==> src/rtl/rca_sched_pkg.sv <==
// rtl/rca_sched_pkg.sv - shared FSM encodings and pass-count helpers for rca_add_sched
package rca_sched_pkg;

    typedef enum logic [1:0] {
        IDLE = 2'd0,
        ADD  = 2'd1,
        DONE = 2'd2
    } state_t;

    localparam int DEF_WIDTH = 16;
    localparam int DEF_SLICE = 4;
    localparam int DEF_N     = DEF_WIDTH / DEF_SLICE;

    // Number of slice passes per add; a zero slice width yields 0 so elaboration checks can reject it.
    function automatic int calc_n(input int width, input int slice);
        return (slice > 0) ? (width / slice) : 0;
    endfunction

endpackage

==> src/rtl/rca4_slice.sv <==
// rtl/rca4_slice.sv - combinational ripple-carry adder slice
module rca4_slice #(
    parameter int SLICE = 4
) (
    input  logic [SLICE-1:0] a,
    input  logic [SLICE-1:0] b,
    input  logic             c_in,
    output logic [SLICE-1:0] sum,
    output logic             c_out
);

    always_comb begin
        logic c;
        c   = c_in;
        sum = '0;
        for (int i = 0; i < SLICE; i++) begin
            sum[i] = a[i] ^ b[i] ^ c;
            c      = (a[i] & b[i]) | (c & (a[i] ^ b[i]));
        end
        c_out = c;
    end

endmodule

==> src/rtl/rca_add_sched.sv <==
// rtl/rca_add_sched.sv - two-requester round-robin adder computing one slice per cycle
module rca_add_sched
    import rca_sched_pkg::*;
#(
    parameter int WIDTH = DEF_WIDTH,
    parameter int SLICE = DEF_SLICE
) (
    input  logic               clk,
    input  logic               rst,
    input  logic [1:0]         req_valid,
    output logic [1:0]         req_ready,
    input  logic [2*WIDTH-1:0] req_a,
    input  logic [2*WIDTH-1:0] req_b,
    input  logic [1:0]         req_cin,
    output logic               resp_valid,
    input  logic               resp_ready,
    output logic               resp_id,
    output logic [WIDTH-1:0]   resp_sum,
    output logic               resp_cout,
    output logic               busy
);

    localparam int N  = calc_n(WIDTH, SLICE);
    localparam int KW = (N > 1) ? $clog2(N) : 1;
    localparam logic [KW-1:0] K_LAST = KW'(N - 1);

    generate
        if (SLICE < 1 || N < 1 || (WIDTH % SLICE) != 0) begin : g_bad_params
            $error("rca_add_sched: WIDTH must be a non-zero multiple of SLICE");
        end
    endgenerate

    state_t           state;
    state_t           state_next;
    logic [KW-1:0]    k;
    logic             carry;
    logic [WIDTH-1:0] a_q;
    logic [WIDTH-1:0] b_q;
    logic             id_q;
    logic             last_grant;
    logic [WIDTH-1:0] sum_q;
    logic             cout_q;

    logic             grant_any;
    logic             grant_id;
    logic [WIDTH-1:0] grant_a;
    logic [WIDTH-1:0] grant_b;
    logic             grant_cin;

    int               base;
    logic [SLICE-1:0] sl_a;
    logic [SLICE-1:0] sl_b;
    logic [SLICE-1:0] sl_sum;
    logic             sl_cout;

    always_comb begin
        base = int'(k) * SLICE;
        sl_a = a_q[base +: SLICE];
        sl_b = b_q[base +: SLICE];
    end

    rca4_slice #(
        .SLICE (SLICE)
    ) u_slice (
        .a     (sl_a),
        .b     (sl_b),
        .c_in  (carry),
        .sum   (sl_sum),
        .c_out (sl_cout)
    );

    // On a tie the requester that did not win last time is favoured.
    always_comb begin
        grant_any  = 1'b0;
        grant_id   = 1'b0;
        req_ready  = 2'b00;
        state_next = state;
        case (state)
            IDLE: begin
                if (req_valid != 2'b00) begin
                    grant_any  = 1'b1;
                    grant_id   = (req_valid == 2'b11) ? ~last_grant : req_valid[1];
                    req_ready  = grant_id ? 2'b10 : 2'b01;
                    state_next = ADD;
                end
            end
            ADD: begin
                if (k == K_LAST) begin
                    state_next = DONE;
                end
            end
            DONE: begin
                if (resp_ready) begin
                    state_next = IDLE;
                end
            end
            default: state_next = IDLE;
        endcase
        if (rst) begin
            grant_any = 1'b0;
            req_ready = 2'b00;
        end
    end

    always_comb begin
        grant_a   = grant_id ? req_a[2*WIDTH-1:WIDTH] : req_a[WIDTH-1:0];
        grant_b   = grant_id ? req_b[2*WIDTH-1:WIDTH] : req_b[WIDTH-1:0];
        grant_cin = grant_id ? req_cin[1] : req_cin[0];
    end

    always_ff @(posedge clk) begin
        if (rst) begin
            state <= IDLE;
        end else begin
            state <= state_next;
        end
    end

    always_ff @(posedge clk) begin
        if (rst) begin
            k          <= '0;
            carry      <= 1'b0;
            a_q        <= '0;
            b_q        <= '0;
            id_q       <= 1'b0;
            last_grant <= 1'b1;
            sum_q      <= '0;
            cout_q     <= 1'b0;
        end else begin
            case (state)
                IDLE: begin
                    if (grant_any) begin
                        a_q        <= grant_a;
                        b_q        <= grant_b;
                        carry      <= grant_cin;
                        id_q       <= grant_id;
                        last_grant <= grant_id;
                        sum_q      <= '0;
                        cout_q     <= 1'b0;
                        k          <= '0;
                    end
                end
                ADD: begin
                    sum_q[base +: SLICE] <= sl_sum;
                    carry                <= sl_cout;
                    if (k == K_LAST) begin
                        cout_q <= sl_cout;
                        k      <= '0;
                    end else begin
                        k <= k + 1'b1;
                    end
                end
                default: ;
            endcase
        end
    end

    assign resp_valid = (state == DONE);
    assign busy       = (state != IDLE);
    assign resp_id    = id_q;
    assign resp_sum   = sum_q;
    assign resp_cout  = cout_q;

endmodule

==> config.mk <==
export PLATFORM = sky130hd
export DESIGN_NAME = rca_add_sched
export DESIGN_NICKNAME = d
export VERILOG_FILES = /design/src/rtl/rca_sched_pkg.sv /design/src/rtl/rca4_slice.sv /design/src/rtl/rca_add_sched.sv
export SDC_FILE = /design/constraint.sdc
export NUM_CORES = 1
export LEC_CHECK = 0
export BUFFER_PORTS_ARGS = -buffer_cell sky130_fd_sc_hd__buf_4
export CELL_PAD_IN_SITES_DETAIL_PLACEMENT = 1
export CELL_PAD_IN_SITES_GLOBAL_PLACEMENT = 1
export CORE_AREA = 2 2 93 95
export CTS_CLUSTER_DIAMETER = 40
export DETAILED_ROUTE_END_ITERATION = 10
export DIE_AREA = 0 0 95 97
export PLACE_DENSITY = 0.86
export SETUP_SLACK_MARGIN = 0.5
export SLEW_MARGIN = 40
export SYNTH_ARGS = -nofsm -noshare
export SYNTH_HDL_FRONTEND = slang
export SYNTH_HIERARCHICAL = 1
export SYNTH_SLANG_ARGS = --single-unit
==> constraint.sdc <==
create_clock -name clk -period 3.25 [get_ports clk]
set_clock_uncertainty 0.1 [all_clocks]
set_input_delay 0.975 -clock clk [delete_from_list [all_inputs] [get_ports clk]]
set_output_delay 0.975 -clock clk [all_outputs]
set_load 0.02 [all_outputs]
# Yosys cells after proc, flatten, opt, wreduce, memory -nomap -nowiden
# Index checks and enable logic that the tools add are counted.
op_classes:
  addsub: 2
  n_eq_ne: 8
  div: 0
  multipliers: 0
  shifts: 4
  bitwise_logic: 21
  order_cmp: 0
  n_mux: 28
  n_reduce_logical: 8
op_table:
  columns: ["op", "n"]
  rows:
  - ["16-bit two-way mux", 3]
  - ["4-bit negation with 33-bit output", 1]
  - ["4-bit by 33-bit variable shift with 16-bit output (first input constant)", 1]
  - ["4-bit by 33-bit indexed part select with 16-bit output", 1]
  - ["16-bit case mux with 2 select lines", 1]
  - ["16-bit by 5-bit indexed part select with 4-bit output", 2]
  - ["2-bit two-way mux", 9]
  - ["16-bit bitwise mux", 1]
  - ["1-bit two-way mux", 10]
  - ["1-bit AND", 8]
  - ["1-bit bitwise XOR", 8]
  - ["2-bit == test (second input constant)", 3]
  - ["2-bit inequality test (second input constant)", 3]
  - ["2-bit case mux with 3 select lines", 1]
  - ["3-bit AND reduction", 2]
  - ["2-bit nonzero test", 3]
  - ["1-bit OR", 4]
  - ["1-bit case mux with 2 select lines", 2]
  - ["2-bit case mux with 2 select lines", 1]
  - ["2-bit AND reduction", 2]
  - ["2-bit by 1-bit adder with 2-bit output (second input constant)", 1]
  - ["2-bit by 1-bit == test with 1-bit output (second input constant)", 1]
  - ["2-bit logical NOT", 1]
  - ["2-bit by 1-bit inequality test with 1-bit output (second input constant)", 1]
  - ["1-bit inverter", 1]
word_totals:
  mem_count: 0
  latchBits: 0
  reg_bits: 56
  rom_bits: 0
  mem_bits_rw: 0

# Depth between registers and ports, before layout
logic_depth:
  depth_word: 12
  depth_mapped: 13
  depth_no_buf: 12

# Cells and area by module
# The synthesis kept the hierarchy.
by_module_without_submodules:
  columns: ["module", "cells_per_inst", "area_per_inst_um2", "seq_area_each_um2", "n_inst"]
  rows:
  - ["rca_add_sched", 228, 2683.8, 1121.1, 1]
  - ["rca4_slice", 14, 117.6, 0.0, 1]

# Worst setup path after synthesis
# OpenSTA, ideal clock, no wires.
synth_path:
  kind: "register -> register"
  from: "register k[0]"
  to: "register sum_q[3] (netlist: resp_sum[3])"
  n_path_buf: 1
  slack_ns: -0.064
  t_arrival_ns: 3.144
  required_time_ns: 3.080
  period_less_slack_ns: 3.314
  stages_incl_launch_ff: 14
  cell_sequence: "dfxtp_1 buf_2 mux4_2 fa_1 inv_1 fa_1 inv_1 fa_1 inv_1 fa_1 inv_1 nor2b_1 inv_1 o2bb2ai_1"
synth_via:
  elab_chain_cells: 12
  word_cells_on_any_way: 24
synth_lines:
  columns: ["element", "line", "source"]
  rows:
  - ["start, declared", "rca_add_sched.sv:35", "logic [KW-1:0] k;"]
  - ["start signal, assigned", "rca_add_sched.sv:150", "k <= k + 1'b1;"]
  - ["16-bit by 5-bit indexed part select with 4-bit output (*)", "rca_add_sched.sv:58", "sl_a = a_q[base +: SLICE];"]
  - ["net sl_a[0]", "rca_add_sched.sv:51", "logic [SLICE-1:0] sl_a;"]
  - ["1-bit bitwise XOR", "rca4_slice.sv:18", "c = (a[i] & b[i]) | (c & (a[i] ^ b[i]));"]
  - ["1-bit AND", "rca4_slice.sv:18", null]
  - ["1-bit OR (*)", "rca4_slice.sv:18", null]
  - ["1-bit AND (*)", "rca4_slice.sv:18", null]
  - ["1-bit OR (*)", "rca4_slice.sv:18", null]
  - ["1-bit AND (*)", "rca4_slice.sv:18", null]
  - ["1-bit OR (*)", "rca4_slice.sv:18", null]
  - ["1-bit bitwise XOR (*)", "rca4_slice.sv:17", "sum[i] = a[i] ^ b[i] ^ c;"]
  - ["net sl_sum[3]", "rca_add_sched.sv:53", "logic [SLICE-1:0] sl_sum;"]
  - ["4-bit by 33-bit indexed part select with 16-bit output (*)", "rca_add_sched.sv:144", "sum_q[base +: SLICE] <= sl_sum;"]
  - ["16-bit bitwise mux (*)", "rca_add_sched.sv:144", null]
  - ["16-bit case mux with 2 select lines (*)", "rca_add_sched.sv:130", "case (state)"]
  - ["end signal, assigned by index", "rca_add_sched.sv:144", null]
  - ["end, declared", "rca_add_sched.sv:41", "logic [WIDTH-1:0] sum_q;"]
# The timed path passes the listed nets; every way through them passes the cells marked *.
# A chain may end at the register's enable or synchronous reset.

# Worst setup path in the final report
layout_path:
  from: "register k[0]"
  to: "register sum_q[11] (netlist: resp_sum[11])"
# Same word-level chain as after synthesis.

==> flow_metrics.tcl <==
set metrics [dict create \
    die_area_mm2 0.00922 \
    cts_tree "built" \
    drc 0 \
    cpMaxStageDelayCell "mux4_2" \
    n_fill_cell 915 \
    io_buffers 92 \
    diodes 0 \
    ys_top_cells_by_area "dfxtp_1 (40%), mux2i_1 (12%), o2bb2ai_1 (11%)" \
    dieHeight_um 97 \
    h-tree-depth 2 \
    syn_to_final_growth_pct 33.1 \
    gp_congestion 0.758 \
    initial_utilization_pct 34.4 \
    r2r-start "k[0]" \
    period_needed_ns 3.00 \
    comb_power_share_pct 21.2 \
    synthCells 242 \
    switching_power_mw 0.412 \
    clock_path_buffers 2 \
    cp-startpoint "k[0]" \
    cts_buffers 5 \
    globalRouteOverflowTotal 0 \
    status "finished, final reports clean" \
    grt_max_degree 35 \
    dp_cells 428 \
    crit_path_cell_trace "mux4_2 > fa_2 > inv_2 > fa_2 > inv_2 > fa_2 > inv_2 > fa_1 > inv_1 > nor2b_4 > a22o_1" \
    rsz0062_at_grt "true" \
    finalSetupViolCount 0 \
    cp-end-kind "flop" \
    clkLatencyLatePin_ns 0.31 \
    hold_buffers 0 \
    maxCapViolations 0 \
    die_x_um 95 \
    mostFrequentLayoutCell "buf_4" \
    r2r_slack_ns 0.25 \
    wl_um 7220 \
    antenna_found_initial 0 \
    path_max_fanout 5 \
    wire_per_inst_um 16.5 \
    worstHoldPathCells 1 \
    layout_common_cells "buf_4 (98), dfxtp_1 (55), o2bb2ai_1 (35), mux2i_1 (33), inv_1 (13)" \
    crit_type "flop to flop" \
    layout-drive-gt1-share_pct 42.3 \
    vias 2245 \
    root_buffer "clkbuf_8" \
    dpl.hpwl_um 5550 \
    yosys.area.top_type_share_pct 40.0 \
    fmax_ghz 0.334 \
    min_period_over_period_pct 92.2 \
    rr_worst_depth 11 \
    drt_iter0_markers 49 \
    grt_pass1_wl_um 11800 \
    rows 33 \
    avgViaCountPerCell 5.13 \
    required_ns 3.40 \
    worstMarginPinSlew_ns 0.660 \
    ios 93 \
    p_leak_nw 1.53 \
    hp-start "b_q[14]" \
    peakVddDrop_mv 0.173 \
    p_seq_share_pct 51.9 \
    fin_nets 413 \
    arrival_ns 3.14 \
    slew_violations 0 \
    syn_avg_cell_area_um2 11.6 \
    intPower_mw 1.05 \
    hold_viol 0 \
    ys_ff_latch 56 \
    core_area_mm2 0.00813 \
    firstDrtPassIters 4 \
    synth.distinct_cells 41 \
    yosysWarnings 6 \
    slowest_delay_ns 0.53 \
    drtAntennaViolNets 0 \
    grt_pass1_vias 2369 \
    seq_area_frac_synth_pct 40.0 \
    cts_sinks 56 \
    synth_area_mm2 0.00280 \
    startpoint_type "flop" \
    clkPwrFrac_pct 26.9 \
    p_sw_share_pct 28.2 \
    min_path_type "flop to flop" \
    p_per_area_mw_per_mm2 391 \
    syn_nets 323 \
    tns_ns 0 \
    clk_pin_slew_ns 0.10 \
    synth.largest_area_cell "dfxtp_1" \
    max-slew-margin-rel_pct 55.9 \
    grt_use_total_pct 16.1 \
    final_cells 438 \
]
==> power groups by stage <==
stage                     logic (mW)  clock network, mW  registers (mW)
final                          0.309              0.392           0.758
after detailed placement       0.306                  0           0.773
after global placement         0.296                  0           0.771
after CTS                      0.313              0.403           0.758
after floorplan                0.196                  0           0.765
after global routing           0.339              0.431           0.764
==> critical path, delay by kind of cell (launching register included) <==
family | cells | cell delay, ns
buf+inv | 4 | 0.25
compound gates | 1 | 0.16
mux | 1 | 0.53
fa+ha+maj | 4 | 1.34
simple gates | 1 | 0.18
flops | 1 | 0.39
==> cell usage after synthesis <==
| library cell | n |
|---|---|
| a22o_1 | 12 |
| a21oi_1 | 3 |
| mux2i_1 | 33 |
| nor2b_1 | 6 |
| fa_1 | 4 |
| a31oi_4 | 4 |
| a31oi_1 | 1 |
| mux4_2 | 8 |
| o21ai_0 | 4 |
| buf_2 | 10 |
| a21oi_2 | 1 |
| or3b_1 | 1 |
| o2bb2ai_1 | 36 |
| a21boi_2 | 1 |
| nor3_1 | 1 |
| or2_1 | 1 |
| buf_6 | 3 |
| or2b_1 | 2 |
| nand3_1 | 2 |
| a221o_1 | 1 |
| and4b_1 | 1 |
| nor4b_2 | 2 |
| a2111oi_0 | 1 |
| nor3_2 | 1 |
| a22oi_1 | 1 |
| inv_1 | 17 |
| or3_4 | 1 |
| inv_2 | 1 |
| o22ai_1 | 1 |
| nor3b_1 | 2 |
| ha_1 | 6 |
| nand2_2 | 1 |
| nor2_1 | 6 |
| buf_4 | 2 |
| a211oi_1 | 1 |
| dfxtp_1 | 56 |
| nand2b_1 | 2 |
| and2_1 | 2 |
| and3b_1 | 2 |
| nand3b_1 | 1 |
| clkbuf_1 | 1 |
==> metal layers <==
metal	global-route usage [%]	share of wire, %	vias to the layer above
li1	-	-	1089
met1	19.7	42	1077
met2	28.7	52	67
met3	2.49	4.4	12
met4	4.68	1.8	0
met5	0	0	-
==> cells by family (layout without fill, tap and decap cells) <==
| kind of cell | after synthesis | count (layout) | synth area share, % |
|---|---|---|---|
| mux | 41 | 41 | 18.2 |
| simple gates | 34 | 34 | 8.49 |
| fa+ha+maj | 10 | 10 | 5.54 |
| flops | 56 | 56 | 40.0 |
| compound gates | 67 | 67 | 21.7 |
| buf+inv | 34 | 125 | 6.07 |
==> sequential cells by signal, summed over array words and instances, names as in the netlist <==
signal,count
a_q,16
b_q,16
resp_sum,16
k,2
state,2
carry,1
last_grant,1
resp_cout,1
resp_id,1
==> cell type report <==
| cell class | count | area [µm²] | share of cell area (%) |
|---|---|---|---|
| inverter | 18 | 67.6 | 1.81 |
| timing repair buffer | 99 | 747 | 20.0 |
| sequential | 56 | 1120 | 30.2 |
| clock inverter | 3 | 26.3 | 0.705 |
| clock buffer | 5 | 68.8 | 1.85 |
| tap | 105 | 131 | 3.52 |
| multi-input combinational | 152 | 1560 | 41.9 |
==> stage by stage <==
stage | total power [mW] | hold slack, ns | setup WS (ns) | cell area (µm²) | util, %
after floorplan | 0.960 | 0.327 | 0.277 | 2860 | -
after global placement | 1.07 | 0.342 | 0.317 | 3600 | 44.3
after detailed placement | 1.08 | 0.346 | 0.260 | 3600 | 44.3
after CTS | 1.47 | 0.377 | 0.243 | 3720 | 45.7
after global routing | 1.53 | 0.387 | 0.136 | 3730 | 45.8
final | 1.46 | 0.371 | 0.253 | 3730 | 45.8
==> what timing repair did <==
action,4_1_cts,5_1_grt
pin swaps,3,3
resized for setup,3,3
setup buffers,2,0
setup endpoints to repair,12,11
==> worst paths after layout <==
kind	end
max	resp_sum[11]
min	b_q[14]
max reg2reg	resp_sum[11]
min reg2reg	b_q[14]
(Power assumes the default switching activity.)
